**config.mk**
```make
export PLATFORM = sky130hd
export DESIGN_NAME = r2add_p_flat
export DESIGN_NICKNAME = d
export VERILOG_FILES = /design/src/rtl/r2add_p_if.sv /design/src/rtl/r2add_p.sv /design/src/flat_wrapper.sv
export SDC_FILE = /design/constraint.sdc
export NUM_CORES = 1
export LEC_CHECK = 0
export CORE_ASPECT_RATIO = 1.5
export CORE_MARGIN = 5
export CORE_UTILIZATION = 29
export DETAILED_ROUTE_END_ITERATION = 10
export PLACE_DENSITY = 0.56
export RECOVER_POWER = 50
export SLEW_MARGIN = 20
export SYNTH_ARGS = -nofsm -noshare
export SYNTH_HDL_FRONTEND = slang
export SYNTH_SLANG_ARGS = --single-unit
```
**constraint.sdc**
```tcl
create_clock -name clk -period 4.9 [get_ports clk]
set_clock_uncertainty 0.15 [all_clocks]
set_input_delay 1.225 -clock clk [delete_from_list [all_inputs] [get_ports clk]]
set_output_delay 1.225 -clock clk [all_outputs]
set_load 0.02 [all_outputs]
```
**src/rtl/r2add_p_if.sv**
```systemverilog
// Framed digit-serial handshake bundle for the r2add_p online adder.
// Each lane occupies two bits of i_x/i_y/o_s; master drives digits, slave returns results.
interface r2add_p_if #(
    parameter int CH = 1
);
    logic            i_valid;
    logic            i_ready;
    logic            i_sub;
    logic [2*CH-1:0] i_x;
    logic [2*CH-1:0] i_y;
    logic            o_valid;
    logic            o_first;
    logic            o_last;
    logic [2*CH-1:0] o_s;
    logic            o_err;

    modport slave (
        input  i_valid, i_sub, i_x, i_y,
        output i_ready, o_valid, o_first, o_last, o_s, o_err
    );

    modport master (
        output i_valid, i_sub, i_x, i_y,
        input  i_ready, o_valid, o_first, o_last, o_s, o_err
    );
endinterface

```
**src/rtl/r2add_p.sv**
```systemverilog
// Radix-2 online (MSD-first) signed-digit adder/subtractor, CH lanes, N_DIGITS per frame.
// Optional sticky illegal-digit detector enabled by defining R2ADD_P_ERRCHK_EN.
module r2add_p #(
    parameter int CH       = 1,
    parameter int N_DIGITS = 8
) (
    input  logic      clk,
    input  logic      reset,
    r2add_p_if.slave  bus
);
    localparam int PW = $clog2(N_DIGITS + 1);

    typedef enum logic [1:0] {S_IDLE, S_RUN, S_FLUSH} state_t;

    state_t          r_state, w_state_next;
    logic [PW-1:0]   r_pos, w_pos_next, w_pos_inc;
    logic            r_fl, w_fl_next;
    logic            r_sub;

    logic            w_ready, w_accept, w_step, w_out_step;
    logic            w_first, w_last, w_flush, w_z_clr, w_sub;

    logic            r_o_valid, r_o_first, r_o_last;
    logic [2*CH-1:0] r_s, w_s_next;

    // State register
    always_ff @(posedge clk or posedge reset) begin
        if (reset) begin
            r_state <= S_IDLE;
            r_pos   <= '0;
            r_fl    <= 1'b0;
            r_sub   <= 1'b0;
        end else begin
            r_state <= w_state_next;
            r_pos   <= w_pos_next;
            r_fl    <= w_fl_next;
            if (w_accept && r_state == S_IDLE)
                r_sub <= bus.i_sub;
        end
    end

    assign w_pos_inc = r_pos + 1'b1;

    // Next-state logic
    always_comb begin
        w_state_next = r_state;
        w_pos_next   = r_pos;
        w_fl_next    = r_fl;
        case (r_state)
            S_IDLE: begin
                if (w_accept) begin
                    w_pos_next   = PW'(1);
                    w_state_next = S_RUN;
                end
            end
            S_RUN: begin
                if (w_accept) begin
                    w_pos_next = w_pos_inc;
                    if (w_pos_inc == PW'(N_DIGITS)) begin
                        w_state_next = S_FLUSH;
                        w_fl_next    = 1'b0;
                    end
                end
            end
            S_FLUSH: begin
                w_fl_next = 1'b1;
                if (r_fl) begin
                    w_state_next = S_IDLE;
                    w_fl_next    = 1'b0;
                end
            end
            default: w_state_next = S_IDLE;
        endcase
    end

    // Output / control decode
    always_comb begin
        w_ready    = (r_state != S_FLUSH);
        w_accept   = bus.i_valid && w_ready;
        w_flush    = (r_state == S_FLUSH);
        w_step     = w_accept || w_flush;
        w_out_step = w_step && (r_state != S_IDLE);
        w_first    = w_accept && (r_state == S_RUN) && (r_pos == PW'(1));
        w_last     = w_flush && r_fl;
        w_z_clr    = (r_state == S_IDLE);
        w_sub      = (r_state == S_IDLE) ? bus.i_sub : r_sub;
    end

    genvar gi;
    generate
        for (gi = 0; gi < CH; gi++) begin : g_lane
            logic signed [3:0] w_xe, w_ye, w_p;
            logic              w_h;
            logic [2:0]        w_z, w_zprev, w_q;
            logic              w_t;
            logic [2:0]        r_z;
            logic              r_w;

            // Flush steps inject zero digits into both operands.
            assign w_xe = w_flush ? 4'sd0 : {{2{bus.i_x[2*gi+1]}}, bus.i_x[2*gi+1:2*gi]};
            assign w_ye = w_flush ? 4'sd0 : {{2{bus.i_y[2*gi+1]}}, bus.i_y[2*gi+1:2*gi]};
            assign w_p  = w_sub ? (w_xe - w_ye) : (w_xe + w_ye);
            assign w_h  = !w_p[3] && (w_p != 4'sd0);
            assign w_z  = w_h ? (w_p[2:0] - 3'd2) : w_p[2:0];

            // z_0 = 0 at the first step of every frame.
            assign w_zprev = w_z_clr ? 3'd0 : r_z;
            assign w_q     = w_zprev + {2'b00, w_h};
            assign w_t     = w_q[2];

            // s_k = w_k + t_{k+1}, with w in {0,1} and t meaning -1.
            assign w_s_next[2*gi+1:2*gi] = {~r_w & w_t, r_w ^ w_t};

            always_ff @(posedge clk or posedge reset) begin
                if (reset) begin
                    r_z <= 3'd0;
                    r_w <= 1'b0;
                end else if (w_step) begin
                    r_z <= w_z;
                    r_w <= w_q[0];
                end
            end
        end
    endgenerate

    always_ff @(posedge clk or posedge reset) begin
        if (reset) begin
            r_o_valid <= 1'b0;
            r_o_first <= 1'b0;
            r_o_last  <= 1'b0;
            r_s       <= '0;
        end else begin
            r_o_valid <= w_out_step;
            r_o_first <= w_first;
            r_o_last  <= w_last;
            if (w_out_step)
                r_s <= w_s_next;
        end
    end

`ifdef R2ADD_P_ERRCHK_EN
    logic [CH-1:0] w_bad;
    logic          r_err;

    generate
        for (gi = 0; gi < CH; gi++) begin : g_chk
            assign w_bad[gi] = (bus.i_x[2*gi+1:2*gi] == 2'b10) ||
                               (bus.i_y[2*gi+1:2*gi] == 2'b10);
        end
    endgenerate

    always_ff @(posedge clk or posedge reset) begin
        if (reset)
            r_err <= 1'b0;
        else if (w_accept && (|w_bad))
            r_err <= 1'b1;
    end

    assign bus.o_err = r_err;
`else
    assign bus.o_err = 1'b0;
`endif

    assign bus.i_ready = w_ready;
    assign bus.o_valid = r_o_valid;
    assign bus.o_first = r_o_first;
    assign bus.o_last  = r_o_last;
    assign bus.o_s     = r_s;
endmodule

```
**src/flat_wrapper.sv**
```systemverilog
// flat-port wrapper written by rule: the top's interface ports become plain ports
module r2add_p_flat 
#(
    parameter int CH       = 1,
    parameter int N_DIGITS = 8
)
  (clk, reset, bus_i_valid, bus_i_sub, bus_i_x, bus_i_y, bus_i_ready, bus_o_valid, bus_o_first, bus_o_last, bus_o_s, bus_o_err);
  r2add_p_if #(.CH(CH)) bus_i ();
  input  logic clk;
  input  logic reset;
  input wire logic [$bits(bus_i.i_valid)-1:0] bus_i_valid;
  input wire logic [$bits(bus_i.i_sub)-1:0] bus_i_sub;
  input wire logic [$bits(bus_i.i_x)-1:0] bus_i_x;
  input wire logic [$bits(bus_i.i_y)-1:0] bus_i_y;
  output wire logic [$bits(bus_i.i_ready)-1:0] bus_i_ready;
  output wire logic [$bits(bus_i.o_valid)-1:0] bus_o_valid;
  output wire logic [$bits(bus_i.o_first)-1:0] bus_o_first;
  output wire logic [$bits(bus_i.o_last)-1:0] bus_o_last;
  output wire logic [$bits(bus_i.o_s)-1:0] bus_o_s;
  output wire logic [$bits(bus_i.o_err)-1:0] bus_o_err;
  assign bus_i.i_valid = bus_i_valid;
  assign bus_i.i_sub = bus_i_sub;
  assign bus_i.i_x = bus_i_x;
  assign bus_i.i_y = bus_i_y;
  assign bus_i_ready = bus_i.i_ready;
  assign bus_o_valid = bus_i.o_valid;
  assign bus_o_first = bus_i.o_first;
  assign bus_o_last = bus_i.o_last;
  assign bus_o_s = bus_i.o_s;
  assign bus_o_err = bus_i.o_err;
  r2add_p #(.CH(CH), .N_DIGITS(N_DIGITS)) u_core (.clk(clk), .reset(reset), .bus(bus_i));
endmodule
```
==> impl_metrics.env <==
export IMPL_grt_use_total_pct=9.238
export IMPL_dp_hpwl_um=1529
export IMPL_period_minus_slack_ps=3965
export IMPL_vias_per_cell=4.643
export IMPL_fin_area_um2=1266
export IMPL_syn_area_per_cell_um2=9.406
export IMPL_vdd_ir_drop_max_v=0.0002195
export IMPL_grt_pass1_vias=867
export IMPL_slew_viol_final=0
export IMPL_yosys_warnings=0
export IMPL_drc=0
export IMPL_cts_hold_buffers=0
export IMPL_fp_coreArea_um2=3448
export IMPL_grt_max_degree=18
export IMPL_synth_edff_count=0
export IMPL_drive_gt1_share_pct=4.762
export IMPL_r2r_start="u_core.r_state[0]"
export IMPL_powerDensity_nw_per_um2=465.7
export IMPL_placed_area_um2=1221
export IMPL_min_from="u_core.bus.o_s[0]"
export IMPL_async_flop_share_pct=100.0
export IMPL_synth_net_count=132
export IMPL_setup_ws_ps=934.8
export IMPL_setup_worst_path_end_class="flip-flop"
export IMPL_ys_types=30
export IMPL_cts_resized_gates=0
export IMPL_dp_worst_setup_slack_ps=642.9
export IMPL_final_cell_count_no_fill=168
export IMPL_synth_area_um2=1054
export IMPL_seqCellArea_um2=425.4
export IMPL_postRouteAntennaNets=0
export IMPL_tightestPinTransition_ps=651.5
export IMPL_antenna_found_initial=0
export IMPL_tritoncts="built"
export IMPL_yosys_most_used_dff="dfrtp_1"
export IMPL_synth_seq_cells=17
export IMPL_outcome="complete, no violations"
export IMPL_multi_input_area_um2=564.3
export IMPL_cp_arrival_ps=3950
export IMPL_maxCapViolCount=0
export IMPL_cts_setup_buffers=0
export IMPL_cts_buffer_depth=2
export IMPL_die_area_um2=4963
export IMPL_finalWirelength_um=1922
export IMPL_grt_pass1_wl_um=3670
export IMPL_htreeDepth=1
export IMPL_worstPathRequired_ps=4880
export IMPL_place_inst=164
export IMPL_wl_per_cell_um=11.44
export IMPL_diodes=0
export IMPL_num_nets_final=147
export IMPL_core_rowCount=26
export IMPL_finalSetupViolCount=0
export IMPL_final_hold_viol_count=0
export IMPL_fmax_mhz=252.2
export IMPL_r2r_slack_ps=1550
export IMPL_rsz0062_at_grt="no"
export IMPL_drtIter0Drc=19
export IMPL_min_path_type="flip-flop to flip-flop"
export IMPL_die_y_um=83.82
export IMPL_path_class="primary input to flip-flop"
export IMPL_slew_headroom_pct=56.52
export IMPL_fillers=379
export IMPL_initial_core_util_pct=30.55
export IMPL_synthCells=112
export IMPL_cts_sinks=17
export IMPL_cts_buffers=3
export IMPL_dr_total_vias=780
export IMPL_path_max_fanout=2
export IMPL_die_w_um=59.21
export IMPL_port_buffers=13
export IMPL_fin_crit_sh_pct=80.92
export IMPL_fin_setup_tns_ps=0
export IMPL_clk_pin_slew_ps=60
export IMPL_ys_seq_area_share_pct=40.38
export IMPL_dr_pass1_iters=4
export IMPL_critPathLaunch="bus_i_y[0]"
export IMPL_syn2layout_area_growth_pct=20.19
export IMPL_insertion_delay_ps=250
export IMPL_grt_overflow_total=0
export IMPL_leakage_nw=0.5842
export IMPL_critPathLaunchType="primary input"
export IMPL_gp_congestion=0.8372
export IMPL_clockRootBuffer="clkbuf_8"
export IMPL_ios=15
## stage by stage
step / util [%] / hold slack (ps) / power (mW)
global placement: 35.41 / 320.2 / 0.4788
detailed placement: 35.41 / 329.4 / 0.4922
global route: 36.72 / 396.0 / 0.6493
floorplan: - / 310.7 / 0.4140
finish: 36.72 / 333.6 / 0.5897
CTS: 36.72 / 343.8 / 0.5985
## cell type report
type / count / area share (%)
multi-input cells: 79 / 44.57
repair buffers: 13 / 10.28
clock buffers: 4 / 3.557
well taps: 42 / 4.150
inverters: 13 / 3.854
flip-flops and latches: 17 / 33.60
## synthesized netlist by cell type, drive strengths merged (2+ instances only)
library cell	count	area, um^2
nand2	11	41.29
a31oi	3	18.77
a22o	2	17.52
a21oi	5	25.02
a21boi	2	15.01
nor2b	5	31.28
ha	11	137.6
mux2	2	22.52
mux2i	4	40.04
nand2b	2	12.51
xor2	2	17.52
dfrtp	17	425.4
nor2	8	30.03
clkbuf	2	7.510
inv	13	48.80
o21ai	9	45.04
## per-layer routing
layer / share of wire (%) / wire length [um] / global-route usage, %
met1: 44 / 840 / 10.30
met2: 49 / 939 / 15.92
met3: 5.2 / 100 / 2.167
met4: 2.2 / 42 / 4.124
met5: 0 / 0 / 0
## power by group
group          total [mW]  internal (mW)  switching, mW
sequential          0.223          0.186         0.0363
combinational       0.265          0.125          0.140
clock               0.102         0.0576         0.0447
total               0.590          0.369          0.221
## cell families (layout without fill, tap and decap cells)
group,count (synthesis),count (layout),share of synthesized area (%)
buf+inv,16,30,6.058
simple gates,32,32,14.97
xor+xnor,3,3,2.495
compound gates,25,25,14.85
other cells,1,1,0.3560
fa+ha+maj,12,12,14.96
flops,17,17,40.38
mux,6,6,5.938
## placed cells by master (no fill, tap or decap), drive strengths merged
master         synthesis  layout
dfrtp                 17      17
inv                   13      13
nand2                 11      11
ha                    11      11
clkdlybuf4s50          0      11
o21ai                  9       9
nor2                   8       8
nor2b                  5       5
a21oi                  5       5
mux2i                  4       4
clkbuf                 2       4
a31oi                  3       3
a22o                   2       2
mux2                   2       2
a21boi                 2       2
nand2b                 2       2
xor2                   2       2
dlygate4sd3            0       2
and3                   1       1
and3b                  1       1
o2111ai                1       1
a21o                   1       1
or2                    1       1
xnor2                  1       1
a31o                   1       1
nor4b                  1       1
or4                    1       1
a211o                  1       1
nand3                  1       1
fa                     1       1
conb                   1       1
## critical path: stages
cell and delay (ps):
clkdlybuf4s50_1 440, nor2b_1 180, ha_1 250, inv_1 50
a21oi_1 100, fa_1 460, xnor2_1 230, a31oi_1 120
ha_1 200, nand2_1 60, xor2_1 140, nor2_1 60
ha_1 170, mux2_2 250
## path summary, 6_finish.rpt
check | end | depth (start not counted)
max | u_core.bus.o_s[1] | 14
min reg2reg | u_core.bus.o_s[0] | 2
max reg2reg | u_core.bus.o_s[1] | 16
max in group asynchronous | u_core.bus.o_s[0] | 2
min | u_core.bus.o_s[0] | 2
min in group asynchronous | u_core.r_pos[0] | 2
## sequential cells by signal, summed over array words and instances (netlist names)
name / count
u_core.bus.o_first: 1
u_core.r_pos: 4
u_core.bus.o_s: 2
u_core.bus.o_valid: 1
u_core.r_state: 2
u_core.g_lane.r_z: 3
u_core.r_sub: 1
u_core.g_lane.r_w: 1
u_core.bus.o_last: 1
u_core.r_fl: 1
Note: power is estimated with default switching activity, not from simulation.
